$ cat config.mk
export PLATFORM = sky130hd
export DESIGN_NAME = user_ram_arbiter_flat
export DESIGN_NICKNAME = d
export VERILOG_FILES = /design/src/rtl/user_ram_pkg.sv /design/src/rtl/user_ram_arbiter_if.sv /design/src/rtl/rr_arb2.sv /design/src/rtl/user_ram_arbiter.sv /design/src/flat_wrapper.sv
export SDC_FILE = /design/constraint.sdc
export NUM_CORES = 1
export LEC_CHECK = 0
export ABC_AREA = 1
export BUFFER_PORTS_ARGS = -buffer_cell sky130_fd_sc_hd__buf_2
export CAP_MARGIN = 20
export CELL_PAD_IN_SITES_DETAIL_PLACEMENT = 0
export CELL_PAD_IN_SITES_GLOBAL_PLACEMENT = 1
export CORE_UTILIZATION = 28
export DETAILED_ROUTE_END_ITERATION = 10
export HOLD_SLACK_MARGIN = 0.1
export PLACE_DENSITY_LB_ADDON = 0.1
export RECOVER_POWER = 50
export SYNTH_ARGS = -nofsm -noshare
export SYNTH_HDL_FRONTEND = slang
export SYNTH_SLANG_ARGS = --single-unit
$ cat constraint.sdc
create_clock -name clk -period 1.55 [get_ports clk]
set_clock_uncertainty 0.05 [all_clocks]
set_input_delay 0 -clock clk [delete_from_list [all_inputs] [get_ports clk]]
set_output_delay 0 -clock clk [all_outputs]
set_load 0.03 [all_outputs]
$ cat src/rtl/user_ram_pkg.sv
// user_ram_pkg: shared types and widths for the user-record RAM arbiter
// Contents: FSM state enum, field widths, RAM rw encodings, saturating count increment.
package user_ram_pkg;
  localparam int ADDR_W = 12;
  localparam int PASS_W = 16;
  localparam int CNT_W = 4;
  localparam logic [CNT_W-1:0] CNT_MAX = 4'd15;
  localparam logic RW_READ = 1'b0;
  localparam logic RW_WRITE = 1'b1;
  typedef enum logic [2:0] {IDLE, M_ACC, M_DONE, F_RD, F_WR, F_DONE} state_t;
  function automatic logic [CNT_W-1:0] sat_inc(input logic [CNT_W-1:0] c);
    return (c == CNT_MAX) ? c : c + 1'b1;
  endfunction
endpackage

$ cat src/rtl/user_ram_arbiter_if.sv
// user_ram_arbiter_if: manager, tracker and RAM signal bundle for user_ram_arbiter
// Modports: slave = the arbiter, master = requesters plus RAM environment.
interface user_ram_arbiter_if;
  import user_ram_pkg::*;
  logic m_req, m_we, m_admin_w, m_lock_w;
  logic [ADDR_W-1:0] m_addr;
  logic [PASS_W-1:0] m_pass_w;
  logic [CNT_W-1:0] m_count_w;
  logic m_done, m_admin_r, m_lock_r;
  logic [PASS_W-1:0] m_pass_r;
  logic [CNT_W-1:0] m_count_r;
  logic f_req, f_clear, f_done, f_locked;
  logic [ADDR_W-1:0] f_addr;
  logic [CNT_W-1:0] f_count;
  logic cs, pass_rw, admin_rw, lock_rw, count_rw;
  logic [ADDR_W-1:0] addr;
  logic [PASS_W-1:0] pass_in, pass_out;
  logic admin_in, lock_in, admin_out, lock_out;
  logic [CNT_W-1:0] count_in, count_out;
  modport slave (
    input m_req, m_we, m_addr, m_pass_w, m_admin_w, m_lock_w, m_count_w,
    input f_req, f_clear, f_addr,
    input pass_out, admin_out, lock_out, count_out,
    output m_done, m_pass_r, m_admin_r, m_lock_r, m_count_r,
    output f_done, f_locked, f_count,
    output cs, pass_rw, admin_rw, lock_rw, count_rw, addr,
    output pass_in, admin_in, lock_in, count_in
  );
  modport master (
    output m_req, m_we, m_addr, m_pass_w, m_admin_w, m_lock_w, m_count_w,
    output f_req, f_clear, f_addr,
    output pass_out, admin_out, lock_out, count_out,
    input m_done, m_pass_r, m_admin_r, m_lock_r, m_count_r,
    input f_done, f_locked, f_count,
    input cs, pass_rw, admin_rw, lock_rw, count_rw, addr,
    input pass_in, admin_in, lock_in, count_in
  );
endinterface

$ cat src/rtl/rr_arb2.sv
// rr_arb2: two-way round-robin arbiter with one-hot grant
// Ports: clk, rst (sync active-low), req_i[1:0], advance_i (commit grant to pointer), gnt_o[1:0].
module rr_arb2 (
  input  logic       clk,
  input  logic       rst,
  input  logic [1:0] req_i,
  input  logic       advance_i,
  output logic [1:0] gnt_o
);
  // last_q = 1 means requester 1 won last, so requester 0 wins a tie
  logic last_q, last_d;
  assign gnt_o[0] = req_i[0] & (~req_i[1] | last_q);
  assign gnt_o[1] = req_i[1] & (~req_i[0] | ~last_q);
  assign last_d = (advance_i && |req_i) ? gnt_o[1] : last_q;
  always_ff @(posedge clk) begin
    if (!rst) last_q <= 1'b1;
    else last_q <= last_d;
  end
endmodule

$ cat src/rtl/user_ram_arbiter.sv
// user_ram_arbiter: serializes manager record accesses and tracker count/lock RMW onto one RAM port
// Ports: clk, rst (sync active-low), bus (user_ram_arbiter_if.slave: manager, tracker, RAM sides).
module user_ram_arbiter
  import user_ram_pkg::*;
#(
  parameter int MAX_TRIES = 3
) (
  input logic clk,
  input logic rst,
  user_ram_arbiter_if.slave bus
);
  localparam logic [CNT_W-1:0] TRIES = CNT_W'(MAX_TRIES);
  state_t state_q, state_d;
  logic [1:0] gnt;
  logic idle;
  logic we_q, clear_q, admin_q, lock_q, f_locked_q, new_lock;
  logic [ADDR_W-1:0] addr_q;
  logic [PASS_W-1:0] pass_q;
  logic [CNT_W-1:0] count_q, f_count_q, inc_count, new_count;
  logic cs, pass_rw, admin_rw, lock_rw, count_rw, m_done, f_done, m_rd;
  assign idle = state_q == IDLE;
  rr_arb2 u_arb (
    .clk       (clk),
    .rst       (rst),
    .req_i     ({bus.f_req, bus.m_req}),
    .advance_i (idle),
    .gnt_o     (gnt)
  );
  always_comb begin
    state_d = state_q;
    cs = 1'b0;
    pass_rw = RW_READ;
    admin_rw = RW_READ;
    lock_rw = RW_READ;
    count_rw = RW_READ;
    m_done = 1'b0;
    f_done = 1'b0;
    case (state_q)
      IDLE: state_d = gnt[0] ? M_ACC : (gnt[1] ? F_RD : IDLE);
      M_ACC: begin
        cs = 1'b1;
        {pass_rw, admin_rw, lock_rw, count_rw} = {4{we_q ? RW_WRITE : RW_READ}};
        state_d = M_DONE;
      end
      M_DONE: begin
        m_done = 1'b1;
        state_d = IDLE;
      end
      F_RD: begin
        cs = 1'b1;
        state_d = F_WR;
      end
      F_WR: begin
        cs = 1'b1;
        lock_rw = RW_WRITE;
        count_rw = RW_WRITE;
        state_d = F_DONE;
      end
      F_DONE: begin
        f_done = 1'b1;
        state_d = IDLE;
      end
      default: state_d = IDLE;
    endcase
  end
  // RAM read data from F_RD is on the outputs during F_WR; a locked record keeps its count on success
  assign inc_count = sat_inc(bus.count_out);
  assign new_count = clear_q ? (bus.lock_out ? bus.count_out : '0) : inc_count;
  assign new_lock = clear_q ? bus.lock_out : (bus.lock_out | (inc_count >= TRIES));
  always_ff @(posedge clk) begin
    if (!rst) begin
      state_q <= IDLE;
      we_q <= 1'b0;
      clear_q <= 1'b0;
      addr_q <= '0;
      pass_q <= '0;
      admin_q <= 1'b0;
      lock_q <= 1'b0;
      count_q <= '0;
      f_count_q <= '0;
      f_locked_q <= 1'b0;
    end else begin
      state_q <= state_d;
      if (idle && |gnt) begin
        addr_q <= gnt[0] ? bus.m_addr : bus.f_addr;
        we_q <= gnt[0] & bus.m_we;
        clear_q <= bus.f_clear;
        pass_q <= bus.m_pass_w;
        admin_q <= bus.m_admin_w;
        lock_q <= bus.m_lock_w;
        count_q <= bus.m_count_w;
      end
      if (state_q == F_WR) begin
        f_count_q <= new_count;
        f_locked_q <= new_lock;
      end
    end
  end
  // RAM controls are gated by reset so a cut operation never writes
  assign bus.cs = cs & rst;
  assign bus.pass_rw = pass_rw & rst;
  assign bus.admin_rw = admin_rw & rst;
  assign bus.lock_rw = lock_rw & rst;
  assign bus.count_rw = count_rw & rst;
  assign bus.addr = (cs & rst) ? addr_q : '0;
  assign bus.pass_in = (pass_rw & rst) ? pass_q : '0;
  assign bus.admin_in = (admin_rw & rst) ? admin_q : 1'b0;
  assign bus.lock_in = (lock_rw & rst) ? ((state_q == F_WR) ? new_lock : lock_q) : 1'b0;
  assign bus.count_in = (count_rw & rst) ? ((state_q == F_WR) ? new_count : count_q) : '0;
  assign m_rd = m_done & rst & ~we_q;
  assign bus.m_done = m_done & rst;
  assign bus.m_pass_r = m_rd ? bus.pass_out : '0;
  assign bus.m_admin_r = m_rd ? bus.admin_out : 1'b0;
  assign bus.m_lock_r = m_rd ? bus.lock_out : 1'b0;
  assign bus.m_count_r = m_rd ? bus.count_out : '0;
  assign bus.f_done = f_done & rst;
  assign bus.f_count = f_count_q;
  assign bus.f_locked = f_locked_q;
endmodule

$ cat src/flat_wrapper.sv
// flat-port wrapper written by rule: the top's interface ports become plain ports
module user_ram_arbiter_flat import user_ram_pkg::*;
#(
  parameter int MAX_TRIES = 3
)
  (clk, rst, bus_m_req, bus_m_we, bus_m_addr, bus_m_pass_w, bus_m_admin_w, bus_m_lock_w, bus_m_count_w, bus_f_req, bus_f_clear, bus_f_addr, bus_pass_out, bus_admin_out, bus_lock_out, bus_count_out, bus_m_done, bus_m_pass_r, bus_m_admin_r, bus_m_lock_r, bus_m_count_r, bus_f_done, bus_f_locked, bus_f_count, bus_cs, bus_pass_rw, bus_admin_rw, bus_lock_rw, bus_count_rw, bus_addr, bus_pass_in, bus_admin_in, bus_lock_in, bus_count_in);
  user_ram_arbiter_if bus_i ();
  input logic clk;
  input logic rst;
  input wire logic [$bits(bus_i.m_req)-1:0] bus_m_req;
  input wire logic [$bits(bus_i.m_we)-1:0] bus_m_we;
  input wire logic [$bits(bus_i.m_addr)-1:0] bus_m_addr;
  input wire logic [$bits(bus_i.m_pass_w)-1:0] bus_m_pass_w;
  input wire logic [$bits(bus_i.m_admin_w)-1:0] bus_m_admin_w;
  input wire logic [$bits(bus_i.m_lock_w)-1:0] bus_m_lock_w;
  input wire logic [$bits(bus_i.m_count_w)-1:0] bus_m_count_w;
  input wire logic [$bits(bus_i.f_req)-1:0] bus_f_req;
  input wire logic [$bits(bus_i.f_clear)-1:0] bus_f_clear;
  input wire logic [$bits(bus_i.f_addr)-1:0] bus_f_addr;
  input wire logic [$bits(bus_i.pass_out)-1:0] bus_pass_out;
  input wire logic [$bits(bus_i.admin_out)-1:0] bus_admin_out;
  input wire logic [$bits(bus_i.lock_out)-1:0] bus_lock_out;
  input wire logic [$bits(bus_i.count_out)-1:0] bus_count_out;
  output wire logic [$bits(bus_i.m_done)-1:0] bus_m_done;
  output wire logic [$bits(bus_i.m_pass_r)-1:0] bus_m_pass_r;
  output wire logic [$bits(bus_i.m_admin_r)-1:0] bus_m_admin_r;
  output wire logic [$bits(bus_i.m_lock_r)-1:0] bus_m_lock_r;
  output wire logic [$bits(bus_i.m_count_r)-1:0] bus_m_count_r;
  output wire logic [$bits(bus_i.f_done)-1:0] bus_f_done;
  output wire logic [$bits(bus_i.f_locked)-1:0] bus_f_locked;
  output wire logic [$bits(bus_i.f_count)-1:0] bus_f_count;
  output wire logic [$bits(bus_i.cs)-1:0] bus_cs;
  output wire logic [$bits(bus_i.pass_rw)-1:0] bus_pass_rw;
  output wire logic [$bits(bus_i.admin_rw)-1:0] bus_admin_rw;
  output wire logic [$bits(bus_i.lock_rw)-1:0] bus_lock_rw;
  output wire logic [$bits(bus_i.count_rw)-1:0] bus_count_rw;
  output wire logic [$bits(bus_i.addr)-1:0] bus_addr;
  output wire logic [$bits(bus_i.pass_in)-1:0] bus_pass_in;
  output wire logic [$bits(bus_i.admin_in)-1:0] bus_admin_in;
  output wire logic [$bits(bus_i.lock_in)-1:0] bus_lock_in;
  output wire logic [$bits(bus_i.count_in)-1:0] bus_count_in;
  assign bus_i.m_req = bus_m_req;
  assign bus_i.m_we = bus_m_we;
  assign bus_i.m_addr = bus_m_addr;
  assign bus_i.m_pass_w = bus_m_pass_w;
  assign bus_i.m_admin_w = bus_m_admin_w;
  assign bus_i.m_lock_w = bus_m_lock_w;
  assign bus_i.m_count_w = bus_m_count_w;
  assign bus_i.f_req = bus_f_req;
  assign bus_i.f_clear = bus_f_clear;
  assign bus_i.f_addr = bus_f_addr;
  assign bus_i.pass_out = bus_pass_out;
  assign bus_i.admin_out = bus_admin_out;
  assign bus_i.lock_out = bus_lock_out;
  assign bus_i.count_out = bus_count_out;
  assign bus_m_done = bus_i.m_done;
  assign bus_m_pass_r = bus_i.m_pass_r;
  assign bus_m_admin_r = bus_i.m_admin_r;
  assign bus_m_lock_r = bus_i.m_lock_r;
  assign bus_m_count_r = bus_i.m_count_r;
  assign bus_f_done = bus_i.f_done;
  assign bus_f_locked = bus_i.f_locked;
  assign bus_f_count = bus_i.f_count;
  assign bus_cs = bus_i.cs;
  assign bus_pass_rw = bus_i.pass_rw;
  assign bus_admin_rw = bus_i.admin_rw;
  assign bus_lock_rw = bus_i.lock_rw;
  assign bus_count_rw = bus_i.count_rw;
  assign bus_addr = bus_i.addr;
  assign bus_pass_in = bus_i.pass_in;
  assign bus_admin_in = bus_i.admin_in;
  assign bus_lock_in = bus_i.lock_in;
  assign bus_count_in = bus_i.count_in;
  user_ram_arbiter #(.MAX_TRIES(MAX_TRIES)) u_core (.clk(clk), .rst(rst), .bus(bus_i));
endmodule
### Yosys cells after proc, flatten, opt, wreduce, memory -nomap -nowiden

Cells that the tools add are included.

* bits in registers: 45
* word-level logic and storage cells: 66

* $add $sub $neg: 1
* magnitude comparators: 1
* equality and inequality tests: 6
* multiplexer cells: 25
* bitwise gates (word level): 16
* reduce and logical (&&, ||, !) cells: 6

Operators with widths (count)
* $mux 16: 2
* $mux 12: 2
* $mux 4: 6
* $pmux 3 s4: 1
* $mux 1: 11
* $and 1x1->1: 9
* $eq 3x2->1 const B: 2
* $eq 3x3->1 const B: 2
* $add 4x1->4 const B: 1
* $eq 4x4->1 const B: 1
* $ge 4x2->1 const B: 1
* $not 1->1: 4
* $reduce_or 2->1: 2
* $eq 3x1->1 const B: 1
* $logic_not 3->1: 1
* $mux 3: 1
* $or 1x1->1: 3
* $reduce_or 3->1: 1
* $logic_and 1x1->1: 2
* $mux 2: 1
* $pmux 1 s2: 1

### Depth between registers and ports, before layout

Gate-level depths: netlist of the first run.

* depth in word-level cells: 7
* gate-level depth with buffers: 9

### Hierarchy

A second synthesis of the first run with hierarchy kept.

* cell total of the unflattened synthesis: 358
* area total of the unflattened synthesis: 2418.6 sq um

By module, submodules not included
* user_ram_arbiter: times used 1, cells each 350, area each 2362.3 sq um
* rr_arb2: times used 1, cells each 8, area each 56.3 sq um

### Least setup slack after synthesis of the first run

No wires, ideal clock.

* path type: register to output
* start: register u_core.state_q[0]
* end: output bus_m_admin_r
* arrival: 1.693 ns
* required time: 1.500 ns
* setup slack: -0.193 ns
* cell stages (with the launch flop): 5
* path buffers: 1
* path through: dfxtp_1 nor4_4 nand2_2 buf_6 nor2_1

* cells in the longest elaborated chain, start to end: 5

Ends and longest elaborated chain
* start: declaration: line user_ram_arbiter.sv:13 `state_t state_q, state_d;`
* start signal: assignment: line user_ram_arbiter.sv:83 `state_q <= state_d;`
* $eq 3x2->1: line user_ram_arbiter.sv:38 `case (state_q)`
* $mux 1: line user_ram_arbiter.sv:38
* $and 1x1->1
* via bus_m_done: line flat_wrapper.sv:24 `output wire logic [$bits(bus_i.m_done)-1:0] bus_m_done;`
* $and 1x1->1: line user_ram_arbiter.sv:110 `assign m_rd = m_done & rst & ~we_q;`
* $mux 1: line user_ram_arbiter.sv:113 `assign bus.m_admin_r = m_rd ? bus.admin_out : 1'b0;`
* end: declaration: line flat_wrapper.sv:26 `output wire logic [$bits(bus_i.m_admin_r)-1:0] bus_m_admin_r;`

The timed path passes the listed nets, and every way through them passes these cells.

### Final worst setup path of the first run

* start: register u_core.state_q[1]
* end: output bus_m_pass_r[1]

* cells in the longest elaborated chain, start to end: 5

Ends and longest elaborated chain
* $eq 3x2->1: line user_ram_arbiter.sv:38
* $mux 1: line user_ram_arbiter.sv:38
* $and 1x1->1 (2 in a row): line user_ram_arbiter.sv:110
* $mux 16: line user_ram_arbiter.sv:112 `assign bus.m_pass_r = m_rd ? bus.pass_out : '0;`
* end: declaration: line flat_wrapper.sv:25 `output wire logic [$bits(bus_i.m_pass_r)-1:0] bus_m_pass_r;`

Every way passes these cells.

==> results of run 1 <==
power by group:
group / switching, mW / internal, mW
registers: 0.0672 / 1.31
clock network: 0.416 / 0.404
logic: 0.619 / 0.463
cell usage after synthesis:
cell type / count / area [um2]
nor2_2: 2 / 12.5
o21ai_1: 3 / 15.0
o21ai_0: 32 / 160
a21o_1: 1 / 7.51
a21oi_1: 37 / 185
nand4_1: 1 / 6.26
dfxtp_1: 45 / 901
inv_2: 4 / 15.0
nor2_4: 1 / 11.3
nand3_1: 8 / 40.0
nand3_2: 1 / 10.0
ha_1: 1 / 12.5
nand3_4: 1 / 17.5
clkbuf_1: 4 / 15.0
nor4_4: 1 / 21.3
nand2_1: 62 / 233
clkbuf_2: 1 / 5.00
buf_4: 4 / 30.0
or2_2: 1 / 6.26
nor2_1: 61 / 229
buf_6: 4 / 45.0
buf_2: 7 / 35.0
nand2_2: 2 / 12.5
inv_1: 60 / 225
a31oi_4: 1 / 21.3
a31oi_1: 12 / 75.1
o211ai_1: 1 / 7.51
per-stage QoR:
stage / power (mW) / util
floorplan: 1.96 / -
global placement: 2.19 / 0.398
detailed placement: 2.20 / 0.398
CTS: 3.18 / 0.511
global route: 3.47 / 0.555
finish: 3.28 / 0.555
repair_timing:
item | CTS | global route
hold buffers | 52 | 0
endpoints found under the hold margin | 38 | 0
resized for setup | 85 | 103
setup endpoints to repair | 59 | 68
pin swaps | 4 | 7
cloned | 0 | 1
setup buffers | 6 | 2
logic make-up (layout without fill, tap and decap cells):
kind of cell	after synthesis	count (layout)	share of synthesized area
AO/OA/AOI/OAI	87	87	0.200
adder cells (fa/ha/maj)	1	1	0.00531
buffers and inverters	84	284	0.157
flip-flops	45	45	0.383
AND/OR/NAND/NOR	141	141	0.255
worst paths after layout:
check | endpoint | start
worst max-delay path | bus_m_pass_r[1] | u_core.state_q[1]
worst min-delay path | u_core.bus.f_count[2] | bus_lock_out
worst max register to register | u_core.addr_q[5] | u_core.state_q[1]
worst min register to register | u_core.pass_q[4] | u_core.pass_q[4]
per-layer routing:
metal	vias to the layer above	share of wire
met5	-	0
met4	0	0.018
met3	14	0.066
met2	96	0.49
met1	1272	0.42
li1	1516	-
state kept, by name, summed over array words and instances, names as in the netlist:
name                 cells
u_core.pass_q           16
u_core.addr_q           12
u_core.bus.f_count       4
u_core.count_q           4
u_core.state_q           3
u_core.admin_q           1
u_core.bus.f_locked      1
u_core.clear_q           1
u_core.lock_q            1
u_core.u_arb.last_q      1
u_core.we_q              1
layout make-up:
type	count	area [um2]	area share
Clock buffer	7	96.3	0.0212
Clock inverter	1	5.00	0.00110
Inverter	64	250	0.0551
Multi-Input combinational cell	229	1350	0.296
Sequential cell	45	916	0.202
Tap cell	105	131	0.0289
Timing Repair Buffer	212	1790	0.395
critical path, delay by kind of cell, from the launching register on:
| kind | cells | cell delay [ps] |
|---|---|---|
| buf+inv | 3 | 370 |
| flops | 1 | 390 |
| simple gates | 3 | 450 |
==> results.toml, run 1 <==
[sta]
setup_ws_ps = -16.2
hold_viol = 0
holdWs_ps = 174
slew-limit-headroom = 0.718
rsz0062_at_grt = "yes"
fin_crit_ps = 1570
finalCritPeriodShare = 1.01
worstMarginPinSlew_ps = 423
setup_violations = 11
slew_violations = 0
setup_tns_ps = -82.3
max_freq_ghz = 0.638

[yosys]
ys_ff_latch = 45
syn_nets = 433
ys_seq_area_frac = 0.383
synth_area_um2 = 2350
postSynthAreaPerCell_um2 = 6.58
syn-instance-count = 358
ys_warn_count = 0
yosys.cell_types.count = 27

[clock_network]
numCtsBuffers = 5
cts_buffer_depth = 2
clk_latency_ps = 300
cts.sinks = 45
cts-htree-levels = 2
clk_pin_slew_ps = 90
cts.root.buffer_cell = "clkbuf_8"
cts_tree = "done"

[grt]
grtUsageMet2 = 0.304
track_usage = 0.172
antenna_found_initial = 0
grt_use_met1 = 0.199
grt-ovfl-total = 0
grt_pass1_vias = 2672
grt_start_max_net_pins = 33
grt_pass1_wl_mm = 11.9
met3_usage = 0.0372
gr-max-usage-layer = "met2"

[setup_path]
cp.arrival_ps = 1520
crit_path_cell_trace = "inv_4 > nor4_4 > nand2_2 > buf_12 > nor2_2 > buf_6"
crit_required_ps = 1500
ff2ff_path_depth = 6
worst_path_max_delay_cell = "dfxtp_4"
critical_path_class = "reg2out"
end_kind = "output pin"
crit_path_start_kind = "flop"
slowest_delay_ps = 390
ff2ff_setup_slack_ps = 190
path_max_fanout = 22

[floorplan]
ios = 142
initial_core_util = 0.288
rows = 33
die_w_um = 93.7
die_area_um2 = 8780
fp.dieH_um = 93.7
core_um2 = 8180

[job]
maxCapViolCount = 0

[route]
first_iter_violations = 76
drc = 0
route.vias.total = 2898
wl_per_cell_um = 11.6
ant_nets = 0
routed_wirelength_mm = 7.71
viasPerCell = 4.37
first_pass_iters = 4

[placement]
place_congestion = 0.813
dp_cells = 594
pre_cts_ws_ps = 153
dpl.hpwl_mm = 4.98
port-buffer-count = 141
placed_cell_area_um2 = 3250

[finish]
nets = 632
final_cell_mix = "76 x buf_2, 61 x nand2_1, 57 x buf_6"
fin_area_um2 = 4540
drive_gt1_frac = 0.428
fill_cells = 780
final_common_cell = "buf_2"
area_delta_synth_final_pct = 92.7
antennaDiodeCount = 0
stdcell_count = 663

[run_status]
violations = "setup timing"
status = "finished, violations left"

[pwr]
leakagePower_nw = 2.07
power_density_nw_per_um2 = 722
peakVddDrop_uv = 369

[min_path]
hp-class = "in2reg"
min_delay_path_depth = 5
Power figures use the tool's default switching activity.
==> inputs of run 2 (changes only) <==
Settings changed: CORE_UTILIZATION 28 to 30.
Clock period 1.55 ns to 1.9 ns, I/O delays scaled along.
==> run 2 against run 1 <==
The run now ends clean. Design area shrank 18%. Clock power down 27%. Utilization down 5.1 points. Setup slack better by 130 ps. Largest cell class unchanged.
==> results.toml, run 2 (synthesis gave the netlist of run 1 again) <==
[run_status]
status = "completed"

[sta]
slew_violations = 0
hold_viol = 0
finalCritPeriodShare = 0.940
fin_crit_ps = 1790
setup_tns_ps = 0
slew-limit-headroom = 0.740
max_freq_ghz = 0.560
worstMarginPinSlew_ps = 392
setup_violations = 0
rsz0062_at_grt = "yes"

[route]
ant_nets = 0
route.vias.total = 2780
first_pass_iters = 5
first_iter_violations = 76
wl_per_cell_um = 10.7
drc = 0
viasPerCell = 4.32
routed_wirelength_mm = 6.87

[pwr]
power.switching_mw = 0.779
peakVddDrop_uv = 260
p_comb_frac = 0.291
power_density_nw_per_um2 = 652
power.internal_mw = 1.65
leakagePower_nw = 1.94
seqPwrFrac = 0.463
p_clk_frac = 0.245
swShare = 0.320

[finish]
final_common_cell = "buf_2"
nets = 619
final_cell_mix = "136 x buf_2, 62 x nand2_1, 60 x nor2_1"
area_delta_synth_final_pct = 58.5
antennaDiodeCount = 0
postLayoutCoreUtil = 0.504
largest_register = "u_core.pass_q"
drive_gt1_frac = 0.303
top_regs = "u_core.pass_q (16), u_core.addr_q (12)"
largest_register_ffs = 16

[clock_network]
cts_buffer_depth = 2
cts.sinks = 45
cts_tree = "done"
cts-htree-levels = 2
clk_latency_ps = 290
cts.root.buffer_cell = "clkbuf_8"
clk_pin_slew_ps = 80
numCtsBuffers = 5

[floorplan]
initial_core_util = 0.318
die_area_um2 = 8210
rows = 31
die_w_um = 90.6
fp.dieH_um = 90.6
ios = 142
core_um2 = 7410

[setup_path]
crit_end = "bus_count_in[3]"
slowest_delay_ps = 390
cp.arrival_ps = 1740
end_kind = "output pin"
setup.worst_path.start = "u_core.state_q[0]"
crit_path_start_kind = "flop"
worst_path_max_delay_cell = "dfxtp_2"
r2r_start = "u_core.state_q[0]"
ff2ff_path_depth = 6
critical_path_class = "reg2out"
timing.rr.end = "u_core.addr_q[7]"
crit_required_ps = 1850
cp_top_family = "buffers and inverters"
path_max_fanout = 14
path_buf_inv = 2
crit_cells = 6
ff2ff_setup_slack_ps = 160
crit_path_cell_trace = "nor2_4 > nand2_2 > inv_1 > o21ai_0 > a21oi_1 > buf_2"

[grt]
grt_pass1_wl_mm = 11.3
antenna_found_initial = 0
grt-ovfl-total = 0
track_usage = 0.167
grt_start_max_net_pins = 33
grt_pass1_vias = 2652

[placement]
place_congestion = 0.757
port-buffer-count = 141
dpl.hpwl_mm = 4.79

[min_path]
hp-class = "in2reg"

[job]
maxCapViolCount = 0
[run 2: cell count changes in the layout (fill, tap and decap cells not counted), sizes merged]
cell | before | now
clkinv | 1 | 0
dlygate4sd3 | 52 | 53
clkbuf | 14 | 12
buf | 153 | 141
[run 2: layout make-up]
type / count / area [um2]
clock buffers: 7 / 86.3
flip-flops and latches: 45 / 903
well taps: 99 / 124
inverters: 64 / 243
repair buffers: 199 / 1280
fillers: 803 / 3680
multi-input cells: 229 / 1100
[run 2: worst min-delay path, cell delays in order]
cell and delay [ps]:
buf_2 130, inv_1 70, o21ai_0 70, o211ai_1 110, a21oi_1 80
[run 2: worst min-delay path by stage]
stage | start | end | slack [ps] | cells after the start
after detailed placement | bus_m_count_w[1] | u_core.count_q[1] | 210 | 3
after floorplan | rst | u_core.addr_q[8] | 90 | 2
after CTS | bus_lock_out | u_core.bus.f_count[2] | 150 | 5
after global placement | bus_m_count_w[1] | u_core.count_q[1] | 210 | 3
final | bus_count_out[1] | u_core.bus.f_count[1] | 160 | 5
after global routing | bus_lock_out | u_core.bus.f_count[2] | 200 | 5
[run 2: metrics by stage]
stage	setup WS, ps	cells	hold WS (ps)	instance area (um2)	power [mW]
global placement	328	582	206	3080	1.75
global route	-42.1	643	204	3730	2.60
floorplan	157	358	88.3	2350	1.58
detailed placement	271	582	209	3080	1.76
finish	114	643	162	3730	2.43
CTS	16.4	642	150	3700	2.45
[run 2: power by group through the flow]
stage               registers, mW  logic, mW  clock network, mW
finish                       1.13      0.709              0.597
global route                 1.14      0.799              0.661
CTS                          1.13      0.702              0.625
detailed placement           1.15      0.612                  0
global placement             1.14      0.611                  0
floorplan                    1.14      0.443                  0
[run 2: per-layer routing]
metal / up-vias / wire (um) / track usage
met2: 90 / 3190 / 0.304
met5: - / 0 / 0
met3: 6 / 455 / 0.0345
met1: 1200 / 3160 / 0.198
li1: 1484 / - / -
met4: 0 / 58 / 0.0403
[run 2: repair_timing]
| action | CTS | global route |
|---|---|---|
| endpoints found under the hold margin | 38 | 0 |
| hold buffers | 53 | 0 |
| setup endpoints to repair | 20 | 43 |
| setup buffers | 0 | 1 |
| gates resized for setup | 1 | 7 |
